### config.mk
export PLATFORM = sky130hd
export DESIGN_NAME = rx_decrc_engine_ble
export DESIGN_NICKNAME = d
export VERILOG_FILES = /design/src/rtl/rx_decrc_engine_ble.sv
export SDC_FILE = /design/constraint.sdc
export NUM_CORES = 1
export LEC_CHECK = 0
export CAP_MARGIN = 25
export CORE_MARGIN = 10
export CORE_UTILIZATION = 45
export DETAILED_ROUTE_END_ITERATION = 7
export PLACE_DENSITY = 0.78
export SLEW_MARGIN = 20
export SYNTH_ARGS = -nofsm -noshare
export SYNTH_HDL_FRONTEND = slang
export SYNTH_SLANG_ARGS = --single-unit
### constraint.sdc
create_clock -name clk -period 3.64 [get_ports clk]
set_clock_uncertainty 0.1 [all_clocks]
set_input_delay 0.364 -clock clk [delete_from_list [all_inputs] [get_ports clk]]
set_output_delay 0.364 -clock clk [all_outputs]
set_load 0.05 [all_outputs]
### src/rtl/rx_decrc_engine_ble.sv
// rx_decrc_engine_ble: BLE receive CRC checker, forwards payload, strips CRC.
// Optional dewhitening LFSR and whiten_init port under RX_DECRC_DEWHITEN_EN.
module rx_decrc_engine_ble #(
  parameter int                 CRC_LEN  = 24,
  parameter logic [CRC_LEN-1:0] CRC_POLY = 24'h00065B,
  parameter int                 LEN_W    = 16
) (
  input  logic               clk,
  input  logic               reset,
  input  logic               start,
  input  logic [CRC_LEN-1:0] crc_init,
  input  logic [LEN_W-1:0]   n_bits,
`ifdef RX_DECRC_DEWHITEN_EN
  input  logic [6:0]         whiten_init,
`endif
  input  logic               valid_in,
  input  logic               data_bit,
  output logic               data_out,
  output logic               valid_out,
  output logic               busy,
  output logic               done,
  output logic               crc_ok,
  output logic [LEN_W-1:0]   bit_count
);

  localparam int CW = $clog2(CRC_LEN + 1);

  typedef enum logic [1:0] {
    S_IDLE,
    S_PAYLOAD,
    S_CRC,
    S_DONE
  } state_t;

  state_t             state;
  logic [CRC_LEN-1:0] crc_reg;
  logic [CRC_LEN-1:0] crc_nx;
  logic [LEN_W-1:0]   pay_cnt;
  logic [CW-1:0]      crc_cnt;
  logic               pipe_v;
  logic               pipe_d;
  logic               din;
  logic               acc;

`ifdef RX_DECRC_DEWHITEN_EN
  logic [6:0] wh;
  logic [6:0] wh_nx;

  assign din   = data_bit ^ wh[6];
  assign wh_nx = {wh[5], wh[4], wh[3] ^ wh[6],
                  wh[2:0], wh[6]};
`else
  assign din = data_bit;
`endif

  assign acc = valid_in &&
               (state == S_PAYLOAD ||
                state == S_CRC);

  assign crc_nx = {crc_reg[CRC_LEN-2:0], 1'b0}
                ^ ((din ^ crc_reg[CRC_LEN-1])
                   ? CRC_POLY : '0);

  always_ff @(posedge clk or negedge reset) begin
    if (!reset) begin
      state     <= S_IDLE;
      crc_reg   <= '0;
      pay_cnt   <= '0;
      crc_cnt   <= '0;
      pipe_v    <= 1'b0;
      pipe_d    <= 1'b0;
      data_out  <= 1'b0;
      valid_out <= 1'b0;
      busy      <= 1'b0;
      done      <= 1'b0;
      crc_ok    <= 1'b0;
      bit_count <= '0;
`ifdef RX_DECRC_DEWHITEN_EN
      wh        <= '0;
`endif
    end else begin
      // Second stage of the two-edge payload path
      data_out  <= pipe_v & pipe_d;
      valid_out <= pipe_v;
      pipe_v    <= 1'b0;
      pipe_d    <= 1'b0;
      done      <= 1'b0;
      if (start) begin
        crc_reg   <= crc_init;
        pay_cnt   <= n_bits;
        crc_cnt   <= CW'(CRC_LEN);
        crc_ok    <= 1'b0;
        bit_count <= '0;
        busy      <= 1'b1;
        state     <= (n_bits == '0)
                     ? S_CRC : S_PAYLOAD;
`ifdef RX_DECRC_DEWHITEN_EN
        wh        <= whiten_init;
`endif
      end else begin
        if (acc) begin
          crc_reg <= crc_nx;
`ifdef RX_DECRC_DEWHITEN_EN
          wh      <= wh_nx;
`endif
        end
        unique case (state)
          S_IDLE: begin
            busy <= 1'b0;
          end
          S_PAYLOAD: begin
            if (valid_in) begin
              pipe_v    <= 1'b1;
              pipe_d    <= din;
              pay_cnt   <= pay_cnt - LEN_W'(1);
              bit_count <= bit_count + LEN_W'(1);
              if (pay_cnt == LEN_W'(1))
                state <= S_CRC;
            end
          end
          S_CRC: begin
            if (valid_in) begin
              crc_cnt <= crc_cnt - CW'(1);
              if (crc_cnt == CW'(1))
                state <= S_DONE;
            end
          end
          S_DONE: begin
            done   <= 1'b1;
            crc_ok <= (crc_reg == '0);
            busy   <= 1'b0;
            state  <= S_IDLE;
          end
          default: state <= S_IDLE;
        endcase
      end
    end
  end

endmodule

* Word level (Yosys, flattened, before mapping)
Index checks and enable logic that the tools add are counted.
** Storage, ports and cells
- Register bits after elaboration :: 70
- Input port bits :: 45
- Output and inout bits :: 21
- Logic and storage cells :: 74
** Operators by class
- Add/subtract/negate cells :: 3
- Equal/unequal tests :: 9
- Mux-type cells :: 31
- Bitwise gates (word level) :: 3
- Reductions and logical operators :: 16
** Operator list (count)
- $mux 16 :: 6
- $mux 24 :: 2
- $logic_not 24->1 :: 1
- $xor 24x11->24 :: 1
- $add 16x1->16 const B :: 1
- $eq 16x1->1 const B :: 1
- $logic_not 16->1 :: 1
- $sub 16x1->16 const B :: 1
- $mux 5 :: 3
- $mux 1 :: 12
- $mux 2 :: 6
- $reduce_bool 2->1 :: 6
- $mux 11 :: 1
- $ne 3x2->1 const B :: 2
- $ne 3x3->1 const B :: 2
- $pmux 2 s3 :: 1
- $eq 5x1->1 const B :: 1
- $reduce_and 5->1 :: 1
- $sub 5x1->5 const B :: 1
- $eq 2x2->1 const B :: 2
- $reduce_and 2->1 :: 2
- $reduce_bool 4->1 :: 1
- $eq 2x1->1 const B :: 1
- $logic_not 2->1 :: 1
- other kinds (5) :: 5

* Depth between registers and ports, before layout
- Word-level depth :: 5
- Depth in mapped cells :: 8
- Gate-level depth less buffers :: 6

* Worst setup path after synthesis
Ideal clock, no wire load.
- Path kind :: register to register
- Start point :: register bit_count[0]
- End point :: register bit_count[14]
- Library setup time :: 67 ps
- Data arrival time :: 1845 ps
- Data required time :: 3473 ps
- Slack :: 1628 ps
- Stages on the path, launching flop included :: 7
- Path buffers :: 1
- Clock period less this slack :: 2012 ps
- Cells stage by stage :: dfrtp_1 -> ha_1 -> and3_1 -> clkbuf_1 -> nand2_1 -> or4_1 -> nand2_1
** On the way
- Longest elaborated chain between the ends :: 4
** RTL lines
- from (decl) :: RTL line 23 : output logic [LEN_W-1:0] bit_count
- from (signal assigned) :: RTL line 116 : bit_count <= bit_count + LEN_W'(1);
- $add 16x1->16 :: RTL line 116
- $mux 16 :: RTL line 112 : if (valid_in) begin
- $mux 16 :: RTL line 107 : unique case (state)
- $mux 16 :: RTL line 88 : if (start) begin
Every way passes these cells. The select of a mux whose other input is x is not followed.
A chain may end at the register's enable or synchronous reset.

* Worst setup path in the final report
- Start point :: register state[1]
- End point :: register pay_cnt[13]
** On the way
- Longest elaborated chain between the ends :: 3
** RTL lines
- from (decl) :: RTL line 35 : state_t state;
- from (signal assigned) :: RTL line 95 : state <= (n_bits == '0)
- $eq 2x1->1 :: RTL line 107
- $reduce_bool 2->1 (no line)
- $reduce_and 2->1 (no line)
- to (signal assigned) :: RTL line 90 : pay_cnt <= n_bits;
- to (signal assigned) :: RTL line 115 : pay_cnt <= pay_cnt - LEN_W'(1);
- to (decl) :: RTL line 38 : logic [LEN_W-1:0] pay_cnt;
Every way passes these cells.

==> flow_metrics.env <==
export IMPL_outcome="complete, no violations"
export IMPL_finalCriticalPeriod_ns=2.183
export IMPL_holdBufCountCts=0
export IMPL_synth_top_area_share_pct=47.65
export IMPL_vdd_drop_max_uv=305.4
export IMPL_netlist_instances=372
export IMPL_avgSynthCellArea_um2=9.882
export IMPL_layout_setup_ws_ns=1.457
export IMPL_final_util_pct=59.52
export IMPL_drive_above_1_share_pct=8.428
export IMPL_place_gp_congestion=0.8772
export IMPL_antenna_found_initial=0
export IMPL_cp_max_fo=8
export IMPL_final_common_cell="dfrtp_1"
export IMPL_final_max_slew_viol_count=0
export IMPL_rows=32
export IMPL_cp_top_family="simple AND/OR/NAND/NOR gates"
export IMPL_slew_headroom_pct=42.66
export IMPL_post_cts_buffers=0
export IMPL_die_y_um=110.4
export IMPL_via_per_inst=5.425
export IMPL_core_um2=7848
export IMPL_grt_pass1_wl_mm=14.34
export IMPL_cts_path_max_buffers=2
export IMPL_async_reset_ff_share_pct=100.0
export IMPL_synth_distinct_cells=53
export IMPL_synth_flop_cell="dfrtp_1"
export IMPL_synthToLayoutAreaGrowth_pct=27.06
export IMPL_crit_path_top_delay_cell="or4b_1"
export IMPL_firstDrtPassIters=4
export IMPL_critical_path_cell_count=6
export IMPL_cp_required_ns=3.81
export IMPL_tritoncts="done"
export IMPL_cp_slowest_stage_delay_ns=0.54
export IMPL_syn_area_um2=3676
export IMPL_clk_latency_ns=0.34
export IMPL_fin_hold_ws_ns=0.03074
export IMPL_drt_iter0_markers=167
export IMPL_r2r_cells=6
export IMPL_synth_edff_count=0
export IMPL_n_antenna_cell=0
export IMPL_path_cells="inv_1, ha_1, and4bb_2, nand3_2, or4b_1, a31oi_1"
export IMPL_root_buffer="clkbuf_8"
export IMPL_path_clk_slew_ns=0.07
export IMPL_dieArea_um2=12180
export IMPL_critPathLaunchType="flip-flop"
export IMPL_yosysSeqAreaShare_pct=47.65
export IMPL_power_density_nw_per_um2=581.6
export IMPL_placed_cell_area_um2=4409
export IMPL_critPathBufInv=1
export IMPL_grt_max_degree=47
export IMPL_io_pins=66
export IMPL_rsz0062_at_grt="no"
export IMPL_cts_made_buffers=9
export IMPL_synth_area_top_cells="dfrtp_1, mux2i_1, nand2_1"
export IMPL_hold_viol=0
export IMPL_crit_type="reg -> reg"
export IMPL_io_buffers=65
export IMPL_fin_area_um2=4671
export IMPL_power_mw=2.717
export IMPL_dpl_worst_slack_ns=1.165
export IMPL_synth_seq_cells=70
export IMPL_dp_hpwl_mm=6.429
export IMPL_setup_tns_ns=0
export IMPL_initial_core_util_pct=46.84
export IMPL_grt_pass1_vias=3004
export IMPL_ys_warn_count=0
export IMPL_tightest_slew_ns=0.8601
export IMPL_yosysTopAreaCell="dfrtp_1"
export IMPL_drv_cap=0
export IMPL_grt_overflow=0
export IMPL_grt_use_total_pct=14.71
export IMPL_crit_path_end_kind="flip-flop"
export IMPL_nNetsFinal=488
export IMPL_htreeDepth=3
export IMPL_hold_class="in -> async"
export IMPL_vias=2935
export IMPL_syn_num_nets=426
export IMPL_finalCritPeriodShare_pct=59.97
export IMPL_final_cell_mix="dfrtp_1, clkdlybuf4s50_1, nand2_1"
export IMPL_wl_per_cell_um=15.87
export IMPL_placed_cells=525
export IMPL_drc=0
export IMPL_stdcell_count=541
export IMPL_die_x_um=110.4
export IMPL_critical_path_arrival_ns=2.35
export IMPL_p_leak_nw=1.928
export IMPL_cts_sinks=70
export IMPL_drt_wl_total_mm=8.587
export IMPL_drtAntennaViolNets=0
export IMPL_max_freq_mhz=458.1
export IMPL_cts_resized=0
export IMPL_setup_viol=0
export IMPL_largest_register_ffs=24
-- area by class of cell --
cell class / instances / area [um^2]
fillers: 682 / 3177
multi-input cells: 273 / 1810
flip-flops and latches: 70 / 1752
repair buffers: 71 / 685.7
clock inverters: 6 / 133.9
clock buffers: 10 / 127.6
well taps: 102 / 127.6
inverters: 9 / 33.78
-- power breakdown --
group          leakage (nW)  switching [mW]  total, mW  internal [mW]
clock                 0.130           0.295      0.820          0.525
sequential            0.879           0.182       1.15          0.967
combinational         0.918           0.401      0.748          0.347
-- layer usage --
| layer | track usage [%] | vias up | share of wire [%] |
|---|---|---|---|
| met5 | 0 | - | 0 |
| met4 | 5.505 | 0 | 1.5 |
| met3 | 3.598 | 9 | 5.8 |
| met2 | 24.20 | 79 | 49 |
| met1 | 18.31 | 1406 | 44 |
| li1 | - | 1441 | - |
-- synth_stat cells, types with 2 or more instances --
cell type,instances
ha_1,9
mux2_2,2
and3_1,5
o21ai_0,29
a21oi_1,9
nor2_1,21
nor4b_1,2
xnor2_1,16
and2_1,4
xor2_1,14
nand2_1,48
nor4_1,13
or4_4,2
buf_2,4
dfrtp_1,70
nor2b_1,3
mux2i_1,19
or4_1,2
nand3_1,11
a31oi_1,4
o22ai_1,2
mux2_1,4
o41ai_1,2
buf_1,2
inv_1,8
nand4_1,8
o21ai_1,12
nor4_4,2
or3_1,8
clkbuf_1,13
or4b_1,2
-- path summary, 6_finish.rpt --
| path | start | slack [ns] | endpoint |
|---|---|---|---|
| max | state[1] | 1.46 | pay_cnt[13] |
| min | reset | 0.03 | pay_cnt[11] |
| max reg2reg | state[1] | 1.46 | pay_cnt[13] |
| min reg2reg | pipe_v | 0.28 | valid_out |
| max in group asynchronous | reset | 2.63 | crc_reg[0] |
| min in group clk | pipe_v | 0.28 | valid_out |
-- logic make-up after synthesis --
family | share of synthesized area (%)
simple gates | 20.66
flops | 47.65
compound gates | 10.42
xor+xnor | 7.590
buf+inv | 3.200
mux | 7.420
fa+ha+maj | 3.063
Power figures use the tool's default switching activity.
